**config.mk**
```make
export PLATFORM = sky130hd
export DESIGN_NAME = gpio_in_debounce
export DESIGN_NICKNAME = d
export VERILOG_FILES = /design/src/rtl/gpio_in_debounce.sv
export SDC_FILE = /design/constraint.sdc
export NUM_CORES = 1
export LEC_CHECK = 0
export BUFFER_PORTS_ARGS = -buffer_cell sky130_fd_sc_hd__buf_2
export CORE_ASPECT_RATIO = 0.8
export CORE_UTILIZATION = 60
export DETAILED_ROUTE_END_ITERATION = 6
export GPL_ROUTABILITY_DRIVEN = 0
export PLACE_DENSITY = 0.83
export SLEW_MARGIN = 20
export SYNTH_ARGS = -nofsm -noshare
export SYNTH_HDL_FRONTEND = slang
export SYNTH_SLANG_ARGS = --single-unit
```
**constraint.sdc**
```tcl
create_clock -name clk_100mhz -period 9.4 [get_ports clk_100mhz]
set_clock_uncertainty 0.05 [all_clocks]
set_input_delay 1.88 -clock clk_100mhz [delete_from_list [all_inputs] [get_ports clk_100mhz]]
set_output_delay 1.88 -clock clk_100mhz [all_outputs]
set_load 0.02 [all_outputs]
```
**src/rtl/gpio_in_debounce.sv**
```systemverilog
// rtl/gpio_in_debounce.sv - GPIO input synchroniser, per-channel debouncer, edge pulses and sticky events
module gpio_in_debounce #(
  parameter int WIDTH           = 8,
  parameter int SYNC_STAGES     = 2,
  parameter int DEBOUNCE_CYCLES = 1_000_000
) (
  input  logic             clk_100mhz,
  input  logic             rst,
  input  logic [WIDTH-1:0] gpio_in,
  output logic [WIDTH-1:0] gpio_state,
  output logic [WIDTH-1:0] rise_pulse,
  output logic [WIDTH-1:0] fall_pulse,
  output logic [WIDTH-1:0] event_latched,
  input  logic [WIDTH-1:0] event_clear,
  output logic             any_event
);

  localparam int CNT_W = (DEBOUNCE_CYCLES < 1) ? 1 : $clog2(DEBOUNCE_CYCLES + 1);
  localparam logic [CNT_W-1:0] CNT_LAST = CNT_W'(DEBOUNCE_CYCLES - 1);

  // Synchroniser chain; stage 0 is the only flop that sees the raw pin.
  logic [WIDTH-1:0] sync_q [SYNC_STAGES];
  logic [WIDTH-1:0] s;

  // Per-channel stable-time counters.
  logic [CNT_W-1:0] cnt [WIDTH];

  // differ: synchronised level disagrees with the accepted level.
  // accept: it has disagreed long enough to be taken as the new level.
  logic [WIDTH-1:0] differ;
  logic [WIDTH-1:0] accept;

  assign s = sync_q[SYNC_STAGES-1];

  // Shift raw pins through the synchroniser chain.
  always_ff @(posedge clk_100mhz or posedge rst) begin
    if (rst) begin
      for (int k = 0; k < SYNC_STAGES; k++) begin
        sync_q[k] <= '0;
      end
    end else begin
      sync_q[0] <= gpio_in;
      for (int k = 1; k < SYNC_STAGES; k++) begin
        sync_q[k] <= sync_q[k-1];
      end
    end
  end

  // Decide per channel whether this edge completes a stable interval.
  always_comb begin
    differ = '0;
    accept = '0;
    for (int i = 0; i < WIDTH; i++) begin
      differ[i] = (s[i] != gpio_state[i]);
      accept[i] = differ[i] && (cnt[i] == CNT_LAST);
    end
  end

  // Count consecutive disagreeing cycles; any agreement restarts the count.
  always_ff @(posedge clk_100mhz or posedge rst) begin
    if (rst) begin
      for (int i = 0; i < WIDTH; i++) begin
        cnt[i] <= '0;
      end
    end else begin
      for (int i = 0; i < WIDTH; i++) begin
        if (!differ[i] || accept[i]) begin
          cnt[i] <= '0;
        end else begin
          cnt[i] <= cnt[i] + 1'b1;
        end
      end
    end
  end

  // Update accepted levels and emit one-cycle direction pulses.
  always_ff @(posedge clk_100mhz or posedge rst) begin
    if (rst) begin
      gpio_state <= '0;
      rise_pulse <= '0;
      fall_pulse <= '0;
    end else begin
      gpio_state <= gpio_state ^ accept;
      rise_pulse <= accept & s;
      fall_pulse <= accept & ~s;
    end
  end

  // Sticky event flags; a new event beats a simultaneous clear.
  always_ff @(posedge clk_100mhz or posedge rst) begin
    if (rst) begin
      event_latched <= '0;
    end else begin
      event_latched <= accept | (event_latched & ~event_clear);
    end
  end

  // Summary flag, one cycle behind the sticky flags.
  always_ff @(posedge clk_100mhz or posedge rst) begin
    if (rst) begin
      any_event <= 1'b0;
    end else begin
      any_event <= |event_latched;
    end
  end

endmodule

```
==> flow_metrics.py <==
metrics = {
    "run_status": {
        "outcome": "finished clean",
    },
    "detailed_routing": {
        "maxUsedRoutingLayer": "met4",
        "wl_met1_um": 8859,
        "viasPerCell": 5.858,
        "dr_wl_met3_um": 829,
        "drt-initial-drc-count": 487,
        "ant_nets": 0,
        "via_count": 7252,
        "met2_length_um": 8667,
        "wire_per_inst_um": 15.37,
        "drtPass1Iterations": 5,
        "drc": 0,
        "wl_um": 19030,
    },
    "finish": {
        "layout_common_cells": "209 x dfrtp_1, 128 x nor2_1, 76 x xnor2_1",
        "drive_gt1_frac": 0.1183,
        "syn2layout_area_growth_pct": 12.44,
        "fin_nets": 1035,
        "diodes": 0,
        "final_common_cell": "dfrtp_1",
        "fin_util": 0.6886,
    },
    "pwr": {
        "ir_worst_vdd_mv": 0.1467,
        "seqPwrFrac": 0.502,
        "powerDensity_nw_per_um2": 169.8,
        "p_leak_nw": 4.475,
        "power_mw": 1.842,
        "p_sw_uw": 392.4,
        "clkPwrFrac": 0.469,
        "swShare": 0.2130,
        "p_int_mw": 1.450,
        "pwr-share-comb": 0.029,
    },
    "clock_network": {
        "root_buffer": "clkbuf_16",
        "cts_max_path_buffers": 3,
        "postCtsHoldBufs": 0,
        "cts_made_buffers": 21,
        "cts_htree_levels": 1,
        "cts_sinks": 209,
        "cts_resized": 0,
        "post_cts_buffers": 0,
        "insertion_delay_ps": 490,
        "cts_tree": "done",
        "clk_pin_slew_ps": 60,
    },
    "critical_path": {
        "critical-path-top-delay-family": "flip-flops",
        "crit_required_ps": 7470,
        "crit_slowest_cell": "dfrtp_1",
        "critPathLaunchType": "register",
        "cp_max_fo": 3,
        "crit_buf_inv": 1,
        "path_cells": "buf_2",
        "worstPathArrival_ps": 1180,
        "path_class": "register to primary output",
        "cp-end-kind": "primary output",
        "cp_slowest_stage_delay_ps": 470,
    },
    "sta": {
        "slew_viol_final": 0,
        "tightestPinTransition_ps": 803.0,
        "setup_violations": 0,
        "whs_ps": 297.3,
        "rsz0062_at_grt": "no",
        "fmax_ghz": 0.3216,
        "hold_viol_final": 0,
        "setup_tns_ps": 0,
        "post-route-period-util": 0.3308,
        "final.setup.worst_slack_ps": 6291,
        "fin_crit_ps": 3109,
        "slew_headroom": 0.4647,
    },
    "floorplan": {
        "row_count": 41,
        "die_area_um2": 16590,
        "die_h_um": 115.4,
        "coreArea_um2": 15750,
        "start_util": 0.6125,
        "io_pins": 51,
        "dieWidth_um": 143.8,
    },
    "place": {
        "port_buffers": 50,
        "dpl.hpwl_um": 12430,
        "dp_slack_ps": 5569,
    },
    "logic_synthesis": {
        "synth-seq-area-share": 0.5422,
        "syn_inst": 951,
        "netlist.area_leader.share": 0.5422,
        "syn_area_um2": 9646,
        "yosys_warnings": 0,
        "ys_ff_latch": 209,
        "synth.top_cells.by_area": "dfrtp_1 54%, xnor2_1 6.9%, nor2_1 5.0%",
        "synthFlopType": "dfrtp_1",
        "async_flop_share": 1.000,
        "synth_edf_count": 0,
        "synth_nets": 977,
        "synth_cell_types": 47,
        "avgSynthCellArea_um2": 10.14,
        "yosysTopAreaCell": "dfrtp_1",
    },
    "global_route": {
        "grt_max_degree": 120,
        "grt_usage": 0.2429,
        "grt_pass1_vias": 6964,
        "antenna_found_initial": 0,
        "grt-ovfl-total": 0,
        "grt_pass1_wl_um": 32450,
    },
    "worst_hold_path": {
        "hold_class": "register to register",
    },
    "flow_run": {
        "maxCapViolCount": 0,
    },
}
Yosys cell counts, types with 5 or more instances:
library cell / count
a21oi_1: 42
a31o_2: 6
and3_1: 17
and4_1: 7
buf_2: 5
clkbuf_1: 14
dfrtp_1: 209
ha_1: 8
inv_1: 43
mux2_2: 8
nand2_1: 52
nand3_1: 59
nand4_1: 31
nor2_1: 128
nor3_1: 27
nor3b_1: 18
nor4_1: 28
nor4b_1: 5
o21ai_0: 18
o22ai_1: 6
o31ai_1: 20
or2_2: 6
or3_1: 23
or4_1: 27
xnor2_1: 76
xor2_1: 33
final cells by class:
class,instances,area (µm²)
clock buffer,27,588.1
clock inverter,10,125.1
fill,1154,4903
inverter,43,168.9
multi-input combinational,678,4165
sequential,209,5230
tap,215,269.0
timing repair buffer,56,299.0
per-stage QoR:
step | std cells | instance area, µm²
after global routing | 1238 | 10850
after global placement | 1201 | 10130
after detailed placement | 1201 | 10130
after CTS | 1238 | 10840
final | 1238 | 10850
after floorplan | 951 | 9646
power groups by stage:
stage | clock, mW | combinational (mW) | sequential, mW
2_1_floorplan | 0 | 0.0384 | 0.937
3_3_place_gp | 0 | 0.0534 | 0.940
3_5_place_dp | 0 | 0.0544 | 0.941
4_1_cts | 0.878 | 0.0545 | 0.924
5_1_grt | 0.916 | 0.0620 | 0.926
6_report | 0.864 | 0.0530 | 0.925
metal layers:
| layer | GRT usage | vias up |
|---|---|---|
| met5 | 0 | - |
| met4 | 0.09645 | 0 |
| met3 | 0.03457 | 48 |
| met2 | 0.3754 | 191 |
| met1 | 0.3493 | 3533 |
| li1 | - | 3480 |
flip-flops by register name, summed over array words and instances (netlist names), named ones only:
register,count
s,8
event_latched,8
any_event,1
sync_q,8
rise_pulse,8
cnt,160
fall_pulse,8
cells by family after synthesis:
logic type / count (synthesis) / share of synthesized area
simple gates: 452 / 0.2491
flops: 209 / 0.5422
xor+xnor: 109 / 0.09898
compound gates: 101 / 0.06408
buf+inv: 64 / 0.02594
mux: 8 / 0.009340
fa+ha+maj: 8 / 0.01038
worst paths after layout:
path | start | end | slack [ps] | cells after the start
setup / recovery | event_latched[4] | event_latched[4] | 6290 | 1
hold reg to reg | sync_q[14] | s[6] | 300 | 0
max in group asynchronous | rst | cnt[156] | 6590 | 3
hold / removal | sync_q[14] | s[6] | 300 | 0
setup reg to reg | cnt[120] | cnt[138] | 7220 | 5
min in group asynchronous | rst | rise_pulse[0] | 1470 | 2
No activity file was read; power rests on OpenSTA's default activity.
